$ cat src/rtl/hbus_pkg.sv
// Shared types and CA packing helpers for the HyperBus Avalon front end.
package hbus_pkg;

  typedef enum logic [2:0] {
    FE_IDLE,
    FE_ISSUE,
    FE_WAIT_DONE,
    FE_WAIT_DATA,
    FE_RESP
  } fe_state_t;

  localparam int CA_RW    = 47;
  localparam int CA_AS    = 46;
  localparam int CA_BURST = 45;

  localparam logic [31:0] TIMEOUT_DATA = 32'hDEAD_BEEF;

  // Memory-space linear-burst CA word from a 32-bit byte address.
  function automatic logic [47:0] build_ca(input logic [31:0] addr, input logic is_read);
    logic [31:0] ha;
    logic [47:0] ca;
    ha           = addr >> 1;
    ca           = '0;
    ca[CA_RW]    = is_read;
    ca[CA_AS]    = 1'b0;
    ca[CA_BURST] = 1'b1;
    ca[44:16]    = ha[31:3];
    ca[2:0]      = ha[2:0];
    return ca;
  endfunction

endpackage

$ cat src/rtl/hbus_ca_builder.sv
// Combinational CA word packing; ADDR_SPACE selects memory (0) or register (1) space.
module hbus_ca_builder
  import hbus_pkg::*;
#(
  parameter logic ADDR_SPACE = 1'b0
) (
  input  logic [31:0] addr_i,
  input  logic        is_read_i,
  output logic [47:0] ca_o
);

  always_comb begin
    ca_o        = build_ca(addr_i, is_read_i);
    ca_o[CA_AS] = ADDR_SPACE;
  end

endmodule

$ cat src/rtl/hbus_avl_frontend.sv
// Avalon-MM single-beat front end feeding the HyperRAM transaction sequencer.
// Optional cmd_done/rsp_valid watchdog enabled by defining HBUS_FE_TIMEOUT_EN.
//   state     | meaning
//   IDLE      | waitrequest low, accepting a read or write
//   ISSUE     | one-cycle cmd_rd/cmd_wr pulse to the sequencer
//   WAIT_DONE | waiting for cmd_done (read data may arrive first)
//   WAIT_DATA | cmd_done seen on a read, waiting for rsp_valid
//   RESP      | retire; readdatavalid for reads
module hbus_avl_frontend
  import hbus_pkg::*;
#(
  parameter int ADDR_W         = 32,
  parameter int TIMEOUT_CYCLES = 1024,
  parameter int CNT_W          = 11
) (
  input  logic              clk,
  input  logic              rst,
  input  logic [ADDR_W-1:0] avs_address,
  input  logic              avs_read,
  input  logic              avs_write,
  input  logic [31:0]       avs_writedata,
  output logic [31:0]       avs_readdata,
  output logic              avs_readdatavalid,
  output logic              avs_waitrequest,
  output logic [47:0]       cmd_ca,
  output logic [31:0]       cmd_wdata,
  output logic              cmd_rd,
  output logic              cmd_wr,
  input  logic              cmd_done,
  input  logic              rsp_valid,
  input  logic [31:0]       rsp_data,
  output logic              err_timeout
);

  if (TIMEOUT_CYCLES >= (1 << CNT_W)) begin : g_bad_cnt_w
    $error("CNT_W too narrow for TIMEOUT_CYCLES");
  end

  logic [31:0] addr32;
  if (ADDR_W >= 32) begin : g_addr_trunc
    assign addr32 = avs_address[31:0];
  end else begin : g_addr_ext
    assign addr32 = {{(32-ADDR_W){1'b0}}, avs_address};
  end

  logic [47:0] ca_next;

  hbus_ca_builder #(.ADDR_SPACE(1'b0)) u_ca_builder (
    .addr_i    (addr32),
    .is_read_i (avs_read),
    .ca_o      (ca_next)
  );

  fe_state_t   state_q,   state_d;
  logic        waitreq_q, waitreq_d;
  logic [47:0] ca_q,      ca_d;
  logic [31:0] wdata_q,   wdata_d;
  logic [31:0] rdata_q,   rdata_d;
  logic        is_read_q, is_read_d;
  logic        got_rsp_q, got_rsp_d;
`ifdef HBUS_FE_TIMEOUT_EN
  logic [CNT_W-1:0] cnt_q, cnt_d;
  logic             err_q, err_d;
  logic             timed_out;
`endif

  always_comb begin
    state_d   = state_q;
    ca_d      = ca_q;
    wdata_d   = wdata_q;
    rdata_d   = rdata_q;
    is_read_d = is_read_q;
    got_rsp_d = got_rsp_q;
`ifdef HBUS_FE_TIMEOUT_EN
    cnt_d     = cnt_q;
    err_d     = err_q;
    timed_out = 1'b0;
    // Saturating down-counter; a zero load leaves the watchdog inert.
    if ((state_q == FE_WAIT_DONE || state_q == FE_WAIT_DATA) && cnt_q != '0) begin
      cnt_d     = cnt_q - CNT_W'(1);
      timed_out = (cnt_q == CNT_W'(1));
    end
`endif
    unique case (state_q)
      FE_IDLE: begin
        if (!waitreq_q && (avs_read || avs_write)) begin
          ca_d      = ca_next;
          wdata_d   = avs_writedata;
          is_read_d = avs_read;
          got_rsp_d = 1'b0;
          state_d   = FE_ISSUE;
        end
      end
      FE_ISSUE: begin
        state_d = FE_WAIT_DONE;
`ifdef HBUS_FE_TIMEOUT_EN
        cnt_d   = CNT_W'(TIMEOUT_CYCLES);
`endif
      end
      FE_WAIT_DONE: begin
        if (rsp_valid && is_read_q) begin
          rdata_d   = rsp_data;
          got_rsp_d = 1'b1;
        end
        if (cmd_done) begin
          state_d = (!is_read_q || got_rsp_q || rsp_valid) ? FE_RESP : FE_WAIT_DATA;
        end
`ifdef HBUS_FE_TIMEOUT_EN
        else if (timed_out) begin
          state_d = FE_RESP;
          err_d   = 1'b1;
          rdata_d = TIMEOUT_DATA;
        end
`endif
      end
      FE_WAIT_DATA: begin
        if (rsp_valid) begin
          rdata_d = rsp_data;
          state_d = FE_RESP;
        end
`ifdef HBUS_FE_TIMEOUT_EN
        else if (timed_out) begin
          state_d = FE_RESP;
          err_d   = 1'b1;
          rdata_d = TIMEOUT_DATA;
        end
`endif
      end
      FE_RESP: state_d = FE_IDLE;
      default: state_d = FE_IDLE;
    endcase
    waitreq_d = (state_d != FE_IDLE);
  end

  always_ff @(posedge clk) begin
    if (rst) begin
      state_q   <= FE_IDLE;
      waitreq_q <= 1'b1;
      ca_q      <= '0;
      wdata_q   <= '0;
      rdata_q   <= '0;
      is_read_q <= 1'b0;
      got_rsp_q <= 1'b0;
`ifdef HBUS_FE_TIMEOUT_EN
      cnt_q     <= '0;
      err_q     <= 1'b0;
`endif
    end else begin
      state_q   <= state_d;
      waitreq_q <= waitreq_d;
      ca_q      <= ca_d;
      wdata_q   <= wdata_d;
      rdata_q   <= rdata_d;
      is_read_q <= is_read_d;
      got_rsp_q <= got_rsp_d;
`ifdef HBUS_FE_TIMEOUT_EN
      cnt_q     <= cnt_d;
      err_q     <= err_d;
`endif
    end
  end

  assign avs_waitrequest   = waitreq_q;
  assign avs_readdata      = rdata_q;
  assign avs_readdatavalid = (state_q == FE_RESP) && is_read_q;
  assign cmd_ca            = ca_q;
  assign cmd_wdata         = wdata_q;
  assign cmd_rd            = (state_q == FE_ISSUE) && is_read_q;
  assign cmd_wr            = (state_q == FE_ISSUE) && !is_read_q;
`ifdef HBUS_FE_TIMEOUT_EN
  assign err_timeout = err_q;
`else
  assign err_timeout = 1'b0;
`endif

endmodule

$ cat config.mk
export PLATFORM = sky130hd
export DESIGN_NAME = hbus_avl_frontend
export DESIGN_NICKNAME = d
export VERILOG_FILES = /design/src/rtl/hbus_pkg.sv /design/src/rtl/hbus_ca_builder.sv /design/src/rtl/hbus_avl_frontend.sv
export SDC_FILE = /design/constraint.sdc
export NUM_CORES = 1
export LEC_CHECK = 0
export CORE_UTILIZATION = 44
export DETAILED_ROUTE_END_ITERATION = 7
export GPL_ROUTABILITY_DRIVEN = 0
export PLACE_DENSITY = 0.81
export SLEW_MARGIN = 20
export SYNTH_ARGS = -nofsm -noshare
export SYNTH_HDL_FRONTEND = slang
export SYNTH_HIERARCHICAL = 1
export SYNTH_SLANG_ARGS = --single-unit
$ cat constraint.sdc
create_clock -name clk -period 2.06 [get_ports clk]
set_clock_uncertainty 0.15 [all_clocks]
set_input_delay 0.412 -clock clk [delete_from_list [all_inputs] [get_ports clk]]
set_output_delay 0.412 -clock clk [all_outputs]
set_load 0.1 [all_outputs]
Word-level counts from Yosys, hierarchy flattened
Index checks and enable logic that the tools add are counted.
Cells by class
  reduce and logical (&&, ||, !) cells: 17
  equality and inequality tests: 7
  mux-type cells: 11
Operators by type and width (count)
  32-bit two-way mux: 2
  32-bit one-hot mux with 2 select lines: 1
  3-bit two-way mux: 4
  3-bit one-hot mux with 4 select lines: 1
  3-bit by 2-bit equality test with 1-bit output (second input constant): 2
  2-bit != test (second input constant): 3
  3-bit AND reduction: 2
  1-bit logical AND: 5
  2-bit nonzero test: 2
  3-bit by 1-bit equality test with 1-bit output (second input constant): 1
  3-bit equality test (second input constant): 1
  3-bit zero test: 1
  1-bit logical OR: 3
  3-bit nonzero test: 1
  1-bit zero test: 2
  1-bit two-way mux: 2
  1-bit one-hot mux with 2 select lines: 1
  2-bit AND reduction: 1
Storage, ports and cells
  bits in registers: 103
  word-level logic and storage cells: 42
  output and inout bits: 117
  input port bits: 102

Longest topological paths before layout
  depth in word-level cells: 7
  depth in mapped cells: 6

Cells and area by module
Netlist, hierarchy kept.
By module, submodules not included
  hbus_avl_frontend: area an instance 5084.9 sq um, cells each 543, instances 1, seq. area each 2362.3 sq um
  hbus_ca_builder: area an instance 367.9 sq um, cells each 50, instances 1, seq. area each 0.0 sq um

Least setup slack after synthesis
No wires, ideal clock.
  path type: reg-to-output
  start point: register state_q[0]
  end point: output avs_readdatavalid
  arrival time: 3.580 ns
  setup slack: -2.082 ns
  cell stages (with the launch flop): 3
  buffers on the path: 1
  data required time: 1.498 ns
  cells stage by stage: dfxtp_1 buf_4 nor4b_1
Between the ends
  cells in the longest elaborated chain, start to end: 2
Ends and longest elaborated chain
  from (decl): RTL line hbus_avl_frontend.sv:54  | fe_state_t state_q, state_d;
  from (signal assigned): RTL line hbus_avl_frontend.sv:149  | state_q <= state_d;
  3-bit equality test: RTL line hbus_avl_frontend.sv:165  | assign avs_readdatavalid = (state_q == FE_RESP) && is_read_q;
  1-bit logical AND: RTL line hbus_avl_frontend.sv:165
  to (decl): RTL line hbus_avl_frontend.sv:23  | output logic avs_readdatavalid,
Every way passes these cells.

Final worst setup path
  start point: register state_q[1]
  end point: output avs_readdatavalid
Same word-level chain as after synthesis.

==> impl_metrics.csv <==
group,metric,value,unit
worst_setup_path,cp.arrival,1430,ps
die,start_util,45.2,%
yosys,yosysWarnings,6,
cts,clk_pin_slew_worst_paths,60,ps
sta,rsz0062_at_grt,"yes",
placed_design,dp.cells,903,
global_route,grt_use_met3,9.00,%
cts,clock_latency,400,ps
sta,hold_viol,0,
final_layout,final-seq-area,2360,sq um
global_route,grt_max_degree,78,
route,vias,4652,
power_and_ir_drop,finalPower,7.60,mW
die,die_y,113,microns
yosys,synth_top_area_share,43.3,%
die,rows,40,
final_layout,diodes,0,
route,ant_nets,0,
sta,setup_viol,0,
sta,worst_slew_pin_slew,585,ps
cts,cts_tree,"done",
route,drt-pass1-iter-count,4,
placed_design,placed_area,7240,sq um
sta,relSlewSlack,60.5,%
yosys,synth_ff_type,"dfxtp_1",
global_route,grt_pass1_wl,21.5,mm
global_route,met2_usage,35.0,%
global_route,gr-usage-all-layers,20.9,%
global_route,overflow,0,
route,route.detailed.drc,0,
die,die_w,113,microns
power_and_ir_drop,p_comb_share,26.9,%
worst_setup_path,critical_path_class,"register to output port",
yosys,ys_top_cells_by_area,"dfxtp_1 43%, nand3b_1 11%, a21oi_1 7.3%, nand2b_1 7.3%, o21ai_1 7.3%",
final_layout,final_nets,856,
worst_setup_path,required,1500,ps
final_layout,drive_gt1_share,23.1,%
die,dieArea,12800,sq um
worst_hold_path,worstHoldStart,"avs_readdata[21]",
final_layout,design_area,7870,sq um
final_layout,syn2layout_area_growth,44.4,%
final_layout,nFillCells,988,
cts,clock_sinks,118,
power_and_ir_drop,swShare,34.0,%
sta,final.min_clock_period,1990,ps
yosys,yosysMostFrequentCell,"dfxtp_1",
yosys,async_flop_share,0,%
global_route,use_met1,23.7,%
power_and_ir_drop,p_clk_share,40.2,%
yosys,synth.top_cells.by_count,"118 x dfxtp_1, 81 x nand3b_1, 80 x a21oi_1",
yosys,ys_ff_latch,118,
route,drt_wl_total,13.4,mm
die,ios,219,
worst_setup_path,crit_fanout,7,
yosys,avgSynthCellArea,9.20,sq um
worst_setup_path,worst_r2r_startpoint,"state_q[2]",
global_route,busiest_layer,"met2",
cts,cts_buffer_depth,2,
yosys,synth_area,5450,sq um
sta,slew_violations,0,
global_route,antenna_found_initial,0,
power_and_ir_drop,p_int,5.01,mW
yosys,synth_cells,593,
flow_run,drv_cap,0,
yosys,yosys.cell_types.count,34,
yosys,synth_top_cell_by_area,"dfxtp_1",
route,drtIter0Drc,308,
power_and_ir_drop,power.switching,2.59,mW
route,wl_per_cell,14.3,microns
run_status,outcome,"finished, final reports clean",
worst_setup_path,critPathLaunchType,"register",
yosys,yosysSeqAreaShare,43.3,%
die,core_region_area,12100,sq um
placed_design,post-dp-hpwl,9.13,mm
power_and_ir_drop,seqPwrFrac,32.9,%
cts,htreeDepth,4,
final_layout,fin_util,65.3,%
cts,cts_buffers,17,
sta,max_freq,0.502,GHz
global_route,first_global_vias,4631,
power_and_ir_drop,p_per_area,965,nW/um^2
worst_hold_path,hp-class,"register to register",
final_layout,multi_input_area,2440,sq um
cts,cts_root_buf,"clkbuf_16",
final_layout,stdcell_count,935,
worst_setup_path,end_kind,"output port",
yosys,synth-edff-count,0,
placed_design,numPortBuffers,216,
route,vias_per_cell,4.98,
worst_setup_path,setup.worst_path.start,"state_q[1]",
power_and_ir_drop,leakage,2.97,nW
sta,fin_crit_sh,96.7,%
power_and_ir_drop,ir_worst_vdd,0.505,mV
## cells in the final DEF, fill, tap and decap left out, types with 2 or more instances in the layout
cell	netlist	final
conb_1	3	17
a21oi_1	80	80
clkdlybuf4s50_1	0	99
buf_12	0	18
inv_1	3	2
clkbuf_8	0	3
o21ai_1	79	79
and3_4	0	2
clkbuf_16	0	17
nand2b_1	64	64
nand2_1	2	2
nor2_1	4	4
bufinv_16	0	3
clkinv_4	0	3
mux2i_1	32	32
nand3b_1	81	81
dfxtp_1	118	116
buf_4	51	115
a31oi_1	2	2
dfxtp_2	0	2
clkinv_2	0	2
clkinvlp_4	0	3
## flip-flops by register name (all words and copies together), names as in the netlist
signal / cells
state_q: 3
avs_readdata: 32
cmd_ca: 48
got_rsp_q: 1
avs_waitrequest: 1
cmd_wdata: 32
is_read_q: 1
## what timing repair did
item | 4_1_cts | 5_1_grt
hold buffers | 0 | 0
resized for setup | 1 | 4
setup buffers | 0 | 0
pin swaps | 1 | 1
setup endpoints to repair | 1 | 2
## per-layer routing
layer / part of all wire, % / wire [microns] / up-vias
met1: 42 / 5620 / 2135
met2: 48 / 6390 / 190
met3: 9.1 / 1230 / 16
met5: 0 / 0 / -
li1: - / - / 2311
met4: 1.3 / 178 / 0
## final cells by class
| cell class | count | area share (%) |
|---|---|---|
| tap | 168 | 2.67 |
| inverter | 3 | 0.143 |
| clock inverter | 11 | 1.89 |
| sequential | 118 | 30.0 |
| clock buffer | 21 | 5.98 |
| multi-input combinational | 381 | 31.0 |
| timing repair buffer | 233 | 28.3 |
## path summary, 6_finish.rpt
path	endpoint	slack, ps	depth (start not counted)
worst max-delay path	avs_readdatavalid	70	3
worst max register to register	got_rsp_q	340	4
worst min-delay path	avs_readdata[21]	320	2
worst min register to register	avs_readdata[21]	320	2
## per-stage QoR
| step | worst slack [ps] | TNS, ps | hold slack [ps] |
|---|---|---|---|
| finish | 68.4 | 0 | 325 |
| global route | -15.8 | -30.0 | 344 |
| CTS | 6.53 | 0 | 328 |
| detailed placement | 40.8 | 0 | 314 |
| global placement | 84.1 | 0 | 309 |
| floorplan | -39.2 | -39.2 | 306 |
## cells by family after synthesis
kind of cell,share of synthesized area [%]
buffers and inverters,13.6
and+or+nand+nor,20.6
other,0.207
AOI/OAI and AO/OA,16.5
DFF,43.3
muxes,5.87
## critical path: stages (launching register included)
cell	delay, ps
dfxtp_1	310
buf_4	160
nor4b_4	340
buf_12	220
## power groups by stage
stage               Sequential (mW)  Combinational (mW)  Clock (mW)
finish                         2.50                2.04        3.05
detailed placement             2.55                2.04           0
global placement               2.54                2.01           0
floorplan                      3.49               0.664           0
global route                   2.52                2.14        3.21
CTS                            2.50                2.05        3.10
Power figures use the tool's default switching activity.
